## src/rtl/ibex_wb_result_buffer.sv

```systemverilog
// Two-entry in-order writeback buffer between EX and the register-file write port.
// Drains under rf_ready_i backpressure and forwards buffered results to ID.
module ibex_wb_result_buffer #(
  parameter int unsigned Depth       = 2,
  parameter int unsigned IpmCntWidth = 16
) (
  input  logic                   clk_i,
  input  logic                   rst_i,
  input  logic                   ex_valid_i,
  output logic                   ex_ready_o,
  input  logic [31:0]            ex_result_i,
  input  logic [4:0]             ex_rd_addr_i,
  input  logic                   ex_rd_we_i,
  input  logic                   ex_ipm_i,
  input  logic                   flush_i,
  output logic                   rf_we_o,
  output logic [4:0]             rf_waddr_o,
  output logic [31:0]            rf_wdata_o,
  input  logic                   rf_ready_i,
  input  logic [4:0]             id_rs1_addr_i,
  input  logic [4:0]             id_rs2_addr_i,
  output logic                   fwd_rs1_hit_o,
  output logic [31:0]            fwd_rs1_data_o,
  output logic                   fwd_rs2_hit_o,
  output logic [31:0]            fwd_rs2_data_o,
  output logic [1:0]             occupancy_o,
  output logic [31:0]            retire_cnt_o,
  output logic [IpmCntWidth-1:0] ipm_retire_cnt_o
);

  typedef struct packed {
    logic [31:0] result;
    logic [4:0]  rd_addr;
    logic        rd_we;
    logic        ipm;
  } entry_t;

  entry_t [1:0]           mem_q, mem_d;
  logic   [1:0]           valid_q, valid_d;
  logic                   head_q, head_d;
  logic                   tail_q, tail_d;
  logic   [1:0]           occ_q, occ_d;
  logic   [31:0]          retire_q, retire_d;
  logic [IpmCntWidth-1:0] ipm_cnt_q, ipm_cnt_d;

  entry_t      head_e;
  logic        head_vld, head_wr, push, pop;
  logic [4:0]  src [2];
  logic        hit [2];
  logic [31:0] fdata [2];

  assign ex_ready_o       = (occ_q != 2'(Depth));
  assign occupancy_o      = occ_q;
  assign retire_cnt_o     = retire_q;
  assign ipm_retire_cnt_o = ipm_cnt_q;

  always_comb begin
    head_e   = mem_q[head_q];
    head_vld = valid_q[head_q];
    // rd=x0 writes are architecturally dropped, so they drain like non-writing entries
    head_wr  = head_e.rd_we & (head_e.rd_addr != 5'd0);

    rf_we_o    = head_vld & head_wr & ~flush_i;
    rf_waddr_o = (occ_q != 2'd0) ? head_e.rd_addr : 5'd0;
    rf_wdata_o = (occ_q != 2'd0) ? head_e.result  : 32'd0;

    push = ex_valid_i & ex_ready_o & ~flush_i;
    pop  = head_vld & ~flush_i & (~head_wr | rf_ready_i);
  end

  always_comb begin
    mem_d     = mem_q;
    valid_d   = valid_q;
    head_d    = head_q;
    tail_d    = tail_q;
    occ_d     = occ_q;
    retire_d  = retire_q;
    ipm_cnt_d = ipm_cnt_q;
    if (flush_i) begin
      valid_d = 2'b00;
      head_d  = 1'b0;
      tail_d  = 1'b0;
      occ_d   = 2'd0;
    end else begin
      if (push) begin
        mem_d[tail_q]   = '{result: ex_result_i, rd_addr: ex_rd_addr_i,
                            rd_we: ex_rd_we_i, ipm: ex_ipm_i};
        valid_d[tail_q] = 1'b1;
        tail_d          = ~tail_q;
      end
      if (pop) begin
        valid_d[head_q] = 1'b0;
        head_d          = ~head_q;
        retire_d        = retire_q + 32'd1;
        ipm_cnt_d       = ipm_cnt_q + IpmCntWidth'(head_e.ipm);
      end
      occ_d = occ_q + {1'b0, push} - {1'b0, pop};
    end
  end

  // Older entry (at tail) is checked first so the younger one (tail-1) overrides it.
  always_comb begin
    src[0] = id_rs1_addr_i;
    src[1] = id_rs2_addr_i;
    for (int s = 0; s < 2; s++) begin
      hit[s]   = 1'b0;
      fdata[s] = 32'd0;
      if (!flush_i && src[s] != 5'd0) begin
        if (valid_q[tail_q] && mem_q[tail_q].rd_we && mem_q[tail_q].rd_addr == src[s]) begin
          hit[s]   = 1'b1;
          fdata[s] = mem_q[tail_q].result;
        end
        if (valid_q[~tail_q] && mem_q[~tail_q].rd_we && mem_q[~tail_q].rd_addr == src[s]) begin
          hit[s]   = 1'b1;
          fdata[s] = mem_q[~tail_q].result;
        end
      end
    end
    fwd_rs1_hit_o  = hit[0];
    fwd_rs1_data_o = fdata[0];
    fwd_rs2_hit_o  = hit[1];
    fwd_rs2_data_o = fdata[1];
  end

  always_ff @(posedge clk_i) begin
    if (rst_i) begin
      valid_q   <= 2'b00;
      head_q    <= 1'b0;
      tail_q    <= 1'b0;
      occ_q     <= 2'd0;
      retire_q  <= 32'd0;
      ipm_cnt_q <= '0;
    end else begin
      valid_q   <= valid_d;
      head_q    <= head_d;
      tail_q    <= tail_d;
      occ_q     <= occ_d;
      retire_q  <= retire_d;
      ipm_cnt_q <= ipm_cnt_d;
    end
  end

  // Payload is qualified by valid bits, so it needs no reset.
  always_ff @(posedge clk_i) begin
    mem_q <= mem_d;
  end

endmodule

```

## config.mk

```make
export PLATFORM = sky130hd
export DESIGN_NAME = ibex_wb_result_buffer
export DESIGN_NICKNAME = d
export VERILOG_FILES = /design/src/rtl/ibex_wb_result_buffer.sv
export SDC_FILE = /design/constraint.sdc
export NUM_CORES = 1
export LEC_CHECK = 0
export ABC_AREA = 1
export CAP_MARGIN = 20
export CORE_MARGIN = 2
export CORE_UTILIZATION = 51
export DETAILED_ROUTE_END_ITERATION = 10
export PLACE_DENSITY = 0.81
export SYNTH_ARGS = -nofsm -noshare
export SYNTH_HDL_FRONTEND = slang
export SYNTH_SLANG_ARGS = --single-unit
```

## constraint.sdc

```tcl
create_clock -name clk_i -period 4.17 [get_ports clk_i]
set_input_delay 0.417 -clock clk_i [delete_from_list [all_inputs] [get_ports clk_i]]
set_output_delay 0.417 -clock clk_i [all_outputs]
set_load 0.02 [all_outputs]
```

# Yosys cells after proc, flatten, opt, wreduce, memory -nomap -nowiden

Index checks and enable logic that the tools add are counted.

Reduce and logical (&&, ||, !) cells: 18
$lt $le $gt $ge: 5
Add/sub/neg operators: 4
Bitwise operators: 15
Equal/unequal tests: 5
Multiplexer cells: 36

Operators with widths:

| operator                | count |
|---|---|
| $mux W39                | 7 |
| $mux W32                | 7 |
| $bwmux W78              | 1 |
| $demux W39 S1           | 1 |
| $add A32 B1 Y32 const B | 1 |
| $eq A5 B5 Y1            | 4 |
| $add A16 B1 Y16         | 1 |
| $reduce_bool A5 Y1      | 3 |
| $mux W1                 | 14 |
| $logic_and A1 B1 Y1     | 10 |
| $and A1 B1 Y1           | 7 |
| $lt A1 B2 Y1 const B    | 3 |
| $mux W2                 | 3 |
| $mux W5                 | 1 |
| $not A1 Y1              | 4 |
| $reduce_and A2 Y1       | 2 |
| $add A2 B1 Y2           | 1 |
| $and A2 B2 Y2           | 1 |
| $demux W1 S1            | 2 |
| $ge A1 B1 Y1 const B    | 2 |
| $ne A2 B2 Y1 const B    | 1 |
| $not A2 Y2              | 1 |
| $or A2 B2 Y2            | 1 |
| $reduce_bool A2 Y1      | 1 |
| 4 further kinds         | 4 |

Input port bits: 54
Register bits after elaboration: 132
Output and inout port bits: 155

# Depth between registers and ports, before layout

Gate-level depths: netlist of the first run.

Word-level depth: 9
Depth in mapped cells: 14
Mapped depth without buffers: 13

# Worst setup path after synthesis of the first run

OpenSTA, ideal clock, no wires.

Path type: reg2reg
Start: register tail_q (netlist name)
End: register mem_q[0] (netlist name) (enable)
Cell stages (with the launch flop): 5
Clock period less this slack: 2921 ps
Path buffers: 3
Data required time: 3733 ps
Data arrival time: 2485 ps
Slack: 1249 ps
Cell sequence: dfxtp_1 buf_4 buf_4 clkbuf_1 nor2_1

RTL lines:

| element                | line | RTL |
|---|---|---|
| end signal: assignment | 145  | `mem_q <= mem_d;` |
| end: declaration       | 38   | `entry_t [1:0] mem_q, mem_d;` |

# Worst setup path after layout of the first run

Start: register tail_q
End: output port fwd_rs2_data_o[16]

Longest elaborated chain between the ends: 7

RTL lines:

| element                                                                        | line     | RTL |
|---|---|---|
| start: declaration                                                             | 41       | `logic tail_q, tail_d;` |
| start signal: assignment                                                       | 136      | `tail_q <= tail_d;` |
| $mux W39 (implied by the code) / $mux W1 (equally long branches) (2 in series) | 111, 109 |  |
| $eq A5 B5 Y1 / $logic_and A1 B1 Y1 (equally long branches)                     | 109      | `if (valid_q[tail_q] && mem_q[tail_q].rd_we && mem_q[tail_q].rd_addr == src[s]) begin` |
| $logic_and A1 B1 Y1                                                            | 109      |  |
| $mux W32                                                                       | 109      |  |
| $mux W32 (*)                                                                   | 113      | `if (valid_q[~tail_q] && mem_q[~tail_q].rd_we && mem_q[~tail_q].rd_addr == src[s]) begin` |
| $mux W32 (*)                                                                   | 108      | `if (!flush_i && src[s] != 5'd0) begin` |
| end: declaration                                                               | 25       | `output logic [31:0] fwd_rs2_data_o,` |

Mark *: on every way between the ends. The rest lies on a longest branch, timed or not. The select of a mux whose other input is x is not followed.

==> metrics.md, run 1 <==
| Metric | Value |
|---|---|
| Final setup TNS | `0 ps` |
| Max-Cap Viols | `0` |
| Outcome | `complete, no violations` |
| Final Cycle Share | `between 80 and 90%` |
| DP HPWL | `19250 um` |
| First-iteration detailed-routing DRC count | `867` |
| Worst-path clk slew | `60 ps` |
| Syn nets | `between 1000 and 1500` |
| Worst-path cell chain | `buf_4, or2_4, nand2_2, nand2_1, nand2_1, nor2_4, nand3_2, buf_4, nand2_1, nand2_1, nor2_2, clkdlybuf4s50_1` |
| Nets | `1554` |
| Hold_buf cts | `0` |
| Die ar. | `18690 um^2` |
| IR drop worst, VDD | `approximately 280 uV` |
| Crit-path slowest cell | `dfxtp_2` |
| Clk pwr share | `44.9%` |
| Drt total wl | `between 20000 and 30000 um` |
| Inst Count DP | `1700` |
| Max FO, Critical Path | `31` |
| Pre-CTS setup slack | `949.1 ps` |
| Mapped Area | `8984 um^2` |
| Minimum clock period | `3729 ps` |
| WP data arrival | `~3300 ps` |
| Req. time, crit path | `3750 ps` |
| Net Switching | `~0.81 mW` |
| Worst Tran Pin Value | `1120 ps` |
| P_int | `2.434 mW` |
| F_max | `268.2 MHz` |
| Row count | `48` |
| Post-CTS Setup Inserts | `0` |
| DR vias | `9551` |
| Crit end category | `output pin` |
| GRT Residual Overflow | `0` |
| Die height | `136.7 um` |
| Core area | `around 17000 um^2` |
| PortBufs | `208` |
| Logic pwr share | `between 10% and 20%` |
| Synth warn | `0` |
| # clock sinks | `between 100 and 150` |
| Power Total | `3.249 mW` |
| Final slew viol count | `0` |
| First-pass GRT wire length | `43820 um` |
| Flop pwr share | `43.9%` |
| Drt pass-1 iters | `6` |
| Delay of the slowest critical-path stage | `690 ps` |
| Residual DRC | `0` |
| Effective utilization at floorplan | `a little over half` |
| Vias in the first global route | `8838` |
| Synth Register Bits | `132` |
| Hold/Removal Path Class | `register to register` |
| Fin. Hold Viols | `0` |
| Register area share after synthesis | `38.11%` |
| Top FF cell, synth | `edfxtp_1` |
| Synth top area cells | `edfxtp_1, nand2_1, dfxtp_1, nor2_1, nand4_1` |
| Crit start category | `register` |
| I/O pin total | `209` |
| Commonest cells in the netlist | `nand2_1, nor2_1, inv_1` |
| Rel. slew slack | `25.16%` |
| Post-route insts no fill | `1733` |
| Initial antenna violation count | `0` |
| CP Class | `register to output pin` |
| PostCTS Resize Cnt | `0` |
| Top-count cell post-synth | `nand2_1` |
| Clock Tree Buf Depth | `2` |
| Layout cell share with drive strength beyond 1 | `9.151%` |
| CTS Buf Count | `17` |
| GR Util All Layers | `slightly below 30%` |
| GP Congestion | `between 0.9 and 1` |
| Antenna Nets Post-Route | `0` |
| Gate Count Post-Synth | `1323` |
| H-tree levels | `4` |
| Drt wl/cell | `16.25 um` |
| Area Growth Syn to Fin | `30.99%` |
| Final setup vio count | `0` |
| P_leak | `4.564 nW` |
| Clk_skew | `10.79 ps` |
| Unrepaired setup endpoints after global routing | `false` |
| Worst-Skew Late Latency | `between 400 and 500 ps` |
| Pwr/cell area | `276.1 nW/um^2` |
| Setup ws final | `441.1 ps` |
| Largest net degree at the start of global routing | `51` |
| CTS tree | `yes` |
| Die Wd | `approximately 140 um` |
| Ant diodes | `0` |
| Yosys top cell by area | `edfxtp_1` |
| Number of synthesized flops with an enable pin | `78` |
| Most used cell, CP | `nand2_1` |
| Syn_area_per_cell | `just under 7 um^2` |
| Count of cell types in the netlist | `32` |
| Async SR Flop Fraction | `0%` |
| Via/cell ratio | `around 5.5` |
| Root buffer cell | `clkbuf_16` |
| Sw frac | `25.08%` |
| Fillers | `1488` |
| Top cell type's share of synthesized area | `between 20% and 30%` |
==> final cells by class <==
class	count	area [um^2]	share of cell area, %
tap	225	281.5	2.392
inverter	93	351.6	2.988
sequential	132	3426	29.11
clock buffer	23	490.5	4.168
clock inverter	9	92.59	0.7868
timing repair buffer	229	2270	19.29
multi-input combinational	1022	4856	41.27
==> flip-flops by register name (all words and copies together) (netlist names) <==
| signal | cells |
|---|---|
| ipm_retire_cnt_o | 16 |
| retire_cnt_o | 32 |
| tail_q | 1 |
| occupancy_o | 2 |
| valid_q | 2 |
| head_q | 1 |
| mem_q | 78 |
==> per-stage QoR <==
step	util (%)	instance area, um^2	hold slack [ps]
3_3_place_gp	64.74	11160	478.8
4_1_cts	68.13	11740	497.2
5_1_grt	68.27	11770	530.6
3_5_place_dp	64.74	11160	486.3
6_report	68.27	11770	502.3
2_1_floorplan	-	8984	496.3
==> metal layers <==
metal  wire length, um  GRT usage (%)
met5                 0              0
met4               769          12.09
met2             13420          49.17
met1             11770          38.46
met3              2198          5.259
==> layout by cell type, fill, tap and decap left out, types with 2 or more instances in the layout <==
cell type and count:
o21ai_0 81, o211ai_1 2, nand3_1 65, nand3_2 4
buf_4 19, clkbuf_1 2, inv_4 4, dfxtp_1 52
nor2_2 63, clkbuf_8 2, clkdlybuf4s50_1 208, xnor2_1 15
nand3b_1 15, clkinv_4 5, inv_1 87, a21oi_1 49
nand4_1 66, ha_1 5, nor3_1 5, a211oi_1 32
nand2_1 452, nor2_1 134, clkbuf_16 19, o21ai_1 13
xor2_1 8, dfxtp_2 2, nor2_4 5, edfxtp_1 78
inv_2 5, nand2_2 4
==> logic make-up (layout without fill, tap and decap cells) <==
kind of cell	count (synthesis)	count (layout)	share of synthesized area, %
XOR/XNOR	23	23	2.242
buffers and inverters	169	354	8.092
adder cells (fa/ha/maj)	5	5	0.6964
AND/OR/NAND/NOR	816	816	39.96
AO/OA/AOI/OAI	178	178	10.91
flip-flops	132	132	38.11
==> power groups by stage <==
stage | sequential, mW | clock, mW | combinational, mW
2_1_floorplan | 1.45 | 0 | 0.206
3_3_place_gp | 1.45 | 0 | 0.352
3_5_place_dp | 1.45 | 0 | 0.355
4_1_cts | 1.43 | 1.48 | 0.357
5_1_grt | 1.43 | 1.53 | 0.395
6_report | 1.43 | 1.46 | 0.364
==> worst max-delay path, delay by kind of cell, from the launching register on <==
kind	cells	cell delay (ps)
buffers and inverters	3	1290
DFF	1	690
and+or+nand+nor	9	890
==> path summary, 6_finish.rpt <==
kind / slack, ps / endpoint / startpoint / cells after the start
setup / recovery: 440 / fwd_rs2_data_o[16] / tail_q$_SDFFE_PP0N_ / 12
setup reg to reg: 1260 / occupancy_o[1]$_SDFF_PP0_ / head_q$_SDFFE_PP0N_ / 11
hold / removal: 500 / retire_cnt_o[31]$_SDFFE_PP0P_ / retire_cnt_o[31]$_SDFFE_PP0P_ / 2
hold reg to reg: 500 / retire_cnt_o[31]$_SDFFE_PP0P_ / retire_cnt_o[31]$_SDFFE_PP0P_ / 2
Power figures use the tool's default switching activity.
==> inputs of run 2 (changes only) <==
--- a/config.mk
+++ b/config.mk
@@ -5,10 +5,9 @@
 export SDC_FILE = /design/constraint.sdc
 export NUM_CORES = 1
 export LEC_CHECK = 0
-export ABC_AREA = 1
-export CAP_MARGIN = 20
+export ABC_AREA = 0
 export CORE_MARGIN = 2
-export CORE_UTILIZATION = 51
+export CORE_UTILIZATION = 49
 export DETAILED_ROUTE_END_ITERATION = 10
 export PLACE_DENSITY = 0.81
 export SYNTH_ARGS = -nofsm -noshare
==> metrics.md, run 2 <==
| Metric | Value |
|---|---|
| Clk pwr share | `46.3% (+1.4 points)` |
| I/O pin total | `209 (unchanged)` |
| Die ar. | `16590 um^2 (-11%)` |
| Placed cell area | `9859 um^2 (-12%)` |
| First-iteration detailed-routing DRC count | `795 (-8.3%)` |
| Residual DRC | `0 (unchanged)` |
| CP Class | `register to output pin` |
| Unrepaired setup endpoints after global routing | `false` |
| Worst r2r src | `mem_q[2]$_DFFE_PP_` |
| Minimum clock period | `3976 ps (+246.7 ps)` |
| Design area | `10500 um^2 (-11%)` |
| Top-count cell post-synth | `a221oi_1` |
| Worst-path cell chain | `mux2i_1, xnor2_1, nor4_2, and2_2, buf_12, a221oi_1, nor3_1, clkdlybuf4s50_1` |
| GRT Residual Overflow | `0 (unchanged)` |
| # clock sinks | `132 (unchanged)` |
| Core area | `15200 um^2 (-12%)` |
| Die Wd | `128.8 um (-5.8%)` |
| DR vias | `7402 (-23%)` |
| Initial antenna violation count | `1 (+1)` |
| Fin. Hold Viols | `0 (unchanged)` |
| Root buffer cell | `clkbuf_16` |
| Row count | `45 (-6.3%)` |
| Crit end category | `output pin` |
| Pwr/cell area | `312.0 nW/um^2 (+13%)` |
| Number of synthesized flops with an enable pin | `78 (unchanged)` |
| H-tree levels | `4 (unchanged)` |
| Top cell type's share of synthesized area | `30.68% (+4.6 points)` |
| Rel. slew slack | `29.63% (+4.5 points)` |
| Worst Setup EP | `fwd_rs2_data_o[31]` |
| Synth top area cells | `edfxtp_1, a221oi_1, dfxtp_1, mux2i_1, nor3_1` |
| Worst setup startpoint | `tail_q$_SDFFE_PP0N_` |
| Gate Count Post-Synth | `766 (-42%)` |
| Flop pwr share | `43.8% (about the same)` |
| CTS Buf Count | `17 (unchanged)` |
| Logic pwr share | `9.8% (-1.4 points)` |
| Clk_skew | `8.394 ps (-2.392 ps)` |
| GR Util All Layers | `27.22% (-2.5 points)` |
| Top FF cell, synth | `edfxtp_1` |
| P_int | `2.514 mW (+3.3%)` |
| WP depth | `8 (-4)` |
| Outcome | `complete, no violations` |
| GP Congestion | `0.8902 (-3.4%)` |
| Most frequent cells in the layout | `clkdlybuf4s50_1, a221oi_1, nor2_1, edfxtp_1, nor3_1` |
| Final slew viol count | `0 (unchanged)` |
| Worst R2R Setup Slack | `1310 ps (+50 ps)` |
| First-pass GRT wire length | `35760 um (-18%)` |
| Drt total wl | `23010 um (-18%)` |
| Vias in the first global route | `6945 (-21%)` |
| Synth Register Bits | `132 (unchanged)` |
| Crit start category | `register` |
| Count of cell types in the netlist | `50 (+56%)` |
| CTS tree | `yes` |
| Post-CTS Setup Inserts | `0 (unchanged)` |
| Syn nets | `825 (-40%)` |
| Max reg flops | `78 (unchanged)` |
| P_leak | `3.266 nW (-28%)` |
| Clock Tree Buf Depth | `2 (unchanged)` |
| Family with the most delay on the worst path | `simple AND/OR/NAND/NOR gates` |
| Nets | `1001 (-36%)` |
| Syn_area_per_cell | `9.965 um^2 (+47%)` |
| Layout cell share with drive strength beyond 1 | `8.063% (-1.1 points)` |
| Async SR Flop Fraction | `0% (unchanged)` |
| Sw frac | `23.26% (-1.8 points)` |
| DP HPWL | `14970 um (-22%)` |
| WP data arrival | `3560 ps (+250 ps)` |
| Synth warn | `0 (unchanged)` |
| Net Switching | `0.7621 mW (-6.5%)` |
| Commonest non-fill, non-tap cell in the layout | `clkdlybuf4s50_1` |
| Final setup TNS | `0 ps (unchanged)` |
| Mapped Area | `7634 um^2 (-15%)` |
| R2R cell count | `10 (-1)` |
| Worst-path clk slew | `60 ps (about the same)` |
| Largest net degree at the start of global routing | `67 (+31%)` |
| Fillers | `1166 (-22%)` |
| Drt wl/cell | `20.11 um (+24%)` |
| Die height | `128.8 um (-5.8%)` |
| Commonest cells in the netlist | `a221oi_1, nor2_1, edfxtp_1` |
| Final Cycle Share | `95.34% (+5.9 points)` |
| RR Endpoint | `occupancy_o[1]$_SDFF_PP0_` |
| Max FO, Critical Path | `65 (+110%)` |
| Yosys top cell by area | `edfxtp_1` |
| Hold/Removal Path Class | `register to register` |
| Final setup vio count | `0 (unchanged)` |
| Area Growth Syn to Fin | `37.55%` |
| F_max | `251.5 MHz (-6.2%)` |
| Antenna Nets Post-Route | `0 (unchanged)` |
| Worst Tran Pin Value | `1053 ps (-66.88 ps)` |
| Hold_buf cts | `0 (unchanged)` |
| IR drop worst, VDD | `286.2 uV (+1.5%)` |
| Effective utilization at floorplan | `50.21% (-1.9 points)` |
| Drt pass-1 iters | `5 (-1)` |
| Req. time, crit path | `3750 ps (about the same)` |
| Crit path buf inv count | `2 (-1)` |
| Largest Register | `mem_q` |
| Register area share after synthesis | `44.85% (+6.7 points)` |
| Via/cell ratio | `6.470 (+17%)` |
| Worst-Skew Late Latency | `410 ps (about the same)` |
| Max-Cap Viols | `0 (unchanged)` |
| PostCTS Resize Cnt | `3 (+3)` |
| Delay of the slowest critical-path stage | `670 ps (-20 ps)` |
| PortBufs | `208 (unchanged)` |
| Crit-path slowest cell | `clkdlybuf4s50_1` |
## run 2: cell count changes after synthesis, sizes merged, moves of 15 or more
| cell | change |
|---|---|
| nor2 | -120 |
| inv | -80 |
| nor3 | +72 |
| a21oi | -33 |
| or3 | +15 |
| nand2 | -437 |
| nand4 | -48 |
| nand3 | -50 |
| a221oi | +128 |
| o21ai | -81 |
| a211oi | -30 |
| mux2i | +51 |
## run 2: power groups by stage
| stage | registers (mW) | logic [mW] | clock network, mW |
|---|---|---|---|
| after floorplan | 1.46 | 0.168 | 0 |
| after detailed placement | 1.46 | 0.317 | 0 |
| after global routing | 1.44 | 0.346 | 1.59 |
| final | 1.44 | 0.322 | 1.52 |
| after global placement | 1.46 | 0.314 | 0 |
| after CTS | 1.44 | 0.320 | 1.53 |
## run 2: how the worst min path moves through the flow
stage                                    end  slack (ps)                          start  depth (start not counted)
2_1_floorplan          valid_q[1]$_SDFF_PP0_         490          valid_q[1]$_SDFF_PP0_                          2
3_3_place_gp   retire_cnt_o[14]$_SDFFE_PP0P_         480  retire_cnt_o[14]$_SDFFE_PP0P_                          2
3_5_place_dp   retire_cnt_o[14]$_SDFFE_PP0P_         490  retire_cnt_o[14]$_SDFFE_PP0P_                          2
4_1_cts        retire_cnt_o[14]$_SDFFE_PP0P_         490  retire_cnt_o[14]$_SDFFE_PP0P_                          2
5_1_grt        retire_cnt_o[14]$_SDFFE_PP0P_         530  retire_cnt_o[14]$_SDFFE_PP0P_                          2
6_report       retire_cnt_o[14]$_SDFFE_PP0P_         490  retire_cnt_o[14]$_SDFFE_PP0P_                          2
## run 2: kinds of logic (layout without fill, tap and decap cells)
logic type                 Yosys count  after routing  synth area share, %
DFF                                132            132                44.85
muxes                               55             55                7.277
adders and majority gates            5              5               0.8195
buffers and inverters               79            268                4.507
and+or+nand+nor                    271            271                18.16
AOI/OAI and AO/OA                  174            174                18.65
xor gates and xnor gates            50             50                5.737
other                                0              1                    0
## run 2: final cells by class
| cell class | instances | area, um^2 | share of cell area [%] |
|---|---|---|---|
| antenna | 1 | 2.502 | 0.02383 |
| inverter | 13 | 48.80 | 0.4647 |
| tap | 188 | 235.2 | 2.240 |
| sequential | 132 | 3428 | 32.65 |
| multi-input combinational | 555 | 3924 | 37.37 |
| clock buffer | 22 | 528.0 | 5.029 |
| clock inverter | 10 | 86.33 | 0.8222 |
| timing repair buffer | 223 | 2247 | 21.40 |
## run 2: layer usage
layer / vias up / track usage [%] / wire length [um]
li1: 3391 / - / -
met1: 3571 / 33.72 / 9187
met2: 385 / 44.97 / 11250
met3: 55 / 7.401 / 1953
met4: 0 / 11.51 / 615
met5: - / 0 / 0
## run 2: through the flow
stage	instances	setup slack (ps)	utilization [%]	hold WS, ps	power (mW)
finish	1144	194.4	69.07	491.6	3.276
global placement	1111	388.3	64.86	480.8	1.775
CTS	1143	72.71	68.97	493.4	3.289
detailed placement	1111	391.7	64.86	485.6	1.780
global route	1143	72.44	69.05	526.3	3.373
floorplan	766	1019	-	491.2	1.624
## run 2: tightest hold or removal path: cells and delay by family (launching register included)
kind	cells	cell delay, ps
compound gates	2	110
flops	1	320
==> inputs of run 3 (changes only) <==
--- a/config.mk
+++ b/config.mk
@@ -9,7 +9,7 @@
 export CORE_MARGIN = 2
 export CORE_UTILIZATION = 49
 export DETAILED_ROUTE_END_ITERATION = 10
-export PLACE_DENSITY = 0.81
+export PLACE_DENSITY = 0.86
 export SYNTH_ARGS = -nofsm -noshare
 export SYNTH_HDL_FRONTEND = slang
 export SYNTH_SLANG_ARGS = --single-unit
==> metrics.md, run 3 (same netlist as run 2, synthesis figures left out) <==
| Metric | Value |
|---|---|
| Max-Cap Viols | `0 (unchanged)` |
| Drt total wl | `22600 um (-1.8%)` |
| H-tree levels | `4 (unchanged)` |
| RR Endpoint | `occupancy_o[1]$_SDFF_PP0_` |
| Die ar. | `16590 um^2 (unchanged)` |
| Most frequent cells in the layout | `clkdlybuf4s50_1, a221oi_1, nor2_1, edfxtp_1, nor3_1` |
| Hold/Removal Path Class | `register to register` |
| Unrepaired setup endpoints after global routing | `false` |
| Final Cycle Share | `94.64% (-0.70 points)` |
| IR drop worst, VDD | `276.9 uV (-3.2%)` |
| P_leak | `3.214 nW (-1.6%)` |
| Top Usage Layer GRT | `met2` |
| Worst-path clk slew | `50 ps (about the same)` |
| Worst Tran Pin Value | `1026 ps (-27.14 ps)` |
| Hold_ws | `499.8 ps (+8.264 ps)` |
| Req. time, crit path | `3750 ps (about the same)` |
| Hold depth | `2 (unchanged)` |
| Worst r2r src | `mem_q[2]$_DFFE_PP_` |
| Row count | `45 (unchanged)` |
| First-pass GRT wire length | `35270 um (-1.4%)` |
| Final setup vio count | `0 (unchanged)` |
| Clk_skew | `6.993 ps (-1.401 ps)` |
| Crit end category | `output pin` |
| GRT Residual Overflow | `0 (unchanged)` |
| Rel. slew slack | `31.44% (+1.8 points)` |
| CTS tree | `yes` |
| Final slew viol count | `0 (unchanged)` |
| Crit-path slowest cell | `clkdlybuf4s50_1` |
| Met2 usage | `42.17% (-2.8 points)` |
| Largest net degree at the start of global routing | `67 (unchanged)` |
| Core area | `15200 um^2 (unchanged)` |
| WP data arrival | `3530 ps (-30 ps)` |
| Drt pass-1 iters | `5 (unchanged)` |
| Fin. Hold Viols | `0 (unchanged)` |
| Ant diodes | `0 (-1)` |
| Initial antenna violation count | `0 (-1)` |
| DP HPWL | `14720 um (-1.7%)` |
| Hold_buf cts | `0 (unchanged)` |
| Design area | `10410 um^2 (-0.89%)` |
| Worst-Skew Late Latency | `420 ps (about the same)` |
| CTS Buf Count | `17 (unchanged)` |
| GR Layer Usage met3 | `5.489% (-1.9 points)` |
| Area Growth Syn to Fin | `36.32%` |
| Worst-case hold path end point | `ipm_retire_cnt_o[12]$_SDFFE_PP0P_` |
| Clock Tree Buf Depth | `2 (unchanged)` |
| Max FO, Critical Path | `65 (unchanged)` |
| Worst-path cell chain | `mux2i_1, xnor2_1, nor4_2, and2_2, buf_12, a221oi_1, nor3_1, clkdlybuf4s50_1` |
| Via/cell ratio | `6.439 (-0.49%)` |
| Antenna Nets Post-Route | `0 (unchanged)` |
| R2R cell count | `10 (unchanged)` |
| # clock sinks | `132 (unchanged)` |
| Placed cell area | `9864 um^2 (about the same)` |
| First-iteration detailed-routing DRC count | `808 (+1.6%)` |
| Largest Register | `mem_q` |
| Delay of the slowest critical-path stage | `680 ps (about the same)` |
| Die Wd | `128.8 um (unchanged)` |
| Layout cell share with drive strength beyond 1 | `7.233% (-0.83 points)` |
| CP Class | `register to output pin` |
| Hold Crit Start | `ipm_retire_cnt_o[12]$_SDFFE_PP0P_` |
| Nets | `1000 (-0.10%)` |
| Commonest non-fill, non-tap cell in the layout | `clkdlybuf4s50_1` |
| Max reg flops | `78 (unchanged)` |
| F_max | `253.4 MHz (+0.74%)` |
| Fillers | `1165 (-0.086%)` |
| Final setup TNS | `0 ps (unchanged)` |
| Minimum clock period | `3946 ps (-29.13 ps)` |
| Crit start category | `register` |
| PortBufs | `208 (unchanged)` |
| GR Util All Layers | `26.87% (-0.35 points)` |
| Root buffer cell | `clkbuf_16` |
| DR vias | `7353 (-0.66%)` |
| Vias in the first global route | `6895 (-0.72%)` |
| Effective utilization at floorplan | `50.21% (unchanged)` |
| Drt wl/cell | `19.79 um (-1.6%)` |
| Outcome | `complete, no violations` |
| Pwr/cell area | `299.1 nW/um^2 (-4.1%)` |
| I/O pin total | `209 (unchanged)` |
| Residual DRC | `0 (unchanged)` |
| Met1 GRT Util | `35.17% (+1.4 points)` |
| Worst R2R Setup Slack | `1310 ps (about the same)` |
| Die height | `128.8 um (unchanged)` |
| GP Congestion | `0.8551 (-3.9%)` |
==> run 3: cell types whose count changed in the layout (fill, tap and decap cells not counted), moves of 2 or more <==
cell	previous run	this run
clkbuf_8	2	0
clkinv_1	0	2
buf_6	0	2
clkbuf_16	20	17
buf_4	10	7
clkbuf_1	0	4
==> run 3: repair_timing <==
item,in CTS,in global routing
buffers inserted,0,0
hold endpoints to repair,0,0
setup endpoints to repair,0,41
resized for setup,0,4
==> run 3: area by class of cell <==
class / instances / area (um^2) / share of cell area (%)
Tap cell: 188 / 235.2 / 2.260
Clock inverter: 11 / 85.08 / 0.8176
Sequential cell: 132 / 3428 / 32.94
Clock buffer: 21 / 440.4 / 4.232
Inverter: 13 / 48.80 / 0.4689
Multi-Input combinational cell: 555 / 3916 / 37.63
Timing Repair Buffer: 222 / 2252 / 21.64
==> run 3: per-layer routing <==
| metal | wire [um] | vias up |
|---|---|---|
| li1 | - | 3389 |
| met4 | 907 | 0 |
| met2 | 10690 | 381 |
| met5 | 0 | - |
| met3 | 1560 | 62 |
| met1 | 9440 | 3521 |
==> run 3: worst max-delay path by stage <==
stage                                   start                    end  slack, ps  cells after the start
global placement             id_rs1_addr_i[4]     fwd_rs1_data_o[30]        440                      8
floorplan           occupancy_o[0]$_SDFF_PP0_  valid_q[0]$_SDFF_PP0_       1020                      4
global route              tail_q$_SDFFE_PP0N_     fwd_rs2_data_o[30]         40                      9
detailed placement           id_rs1_addr_i[4]     fwd_rs1_data_o[30]        410                      8
CTS                       tail_q$_SDFFE_PP0N_     fwd_rs1_data_o[30]         60                      8
finish                    tail_q$_SDFFE_PP0N_     fwd_rs1_data_o[30]        220                      8
==> run 3: worst max-delay path: cells and delay by family, from the launching register on <==
kind | cells | cell delay (ps)
AOI/OAI and AO/OA | 1 | 140
muxes | 1 | 320
buffers and inverters | 2 | 930
xor gates and xnor gates | 1 | 120
and+or+nand+nor | 3 | 1090
DFF | 1 | 460
==> run 3: stage by stage <==
step	power, mW	worst slack [ps]	instances	util, %
6_report	3.112	223.5	1142	68.45
3_3_place_gp	1.777	438.6	1110	64.89
4_1_cts	3.127	59.75	1142	68.35
3_5_place_dp	1.782	409.0	1110	64.89
5_1_grt	3.219	41.71	1142	68.45
2_1_floorplan	1.624	1019	766	-
==> run 3: where the power goes <==
| part | total [mW] | internal, mW | leakage (nW) | switching, mW |
|---|---|---|---|---|
| registers | 1.44 | 1.41 | 1.15 | 0.0286 |
| clock network | 1.35 | 0.812 | 0.265 | 0.540 |
| logic | 0.324 | 0.149 | 1.80 | 0.174 |
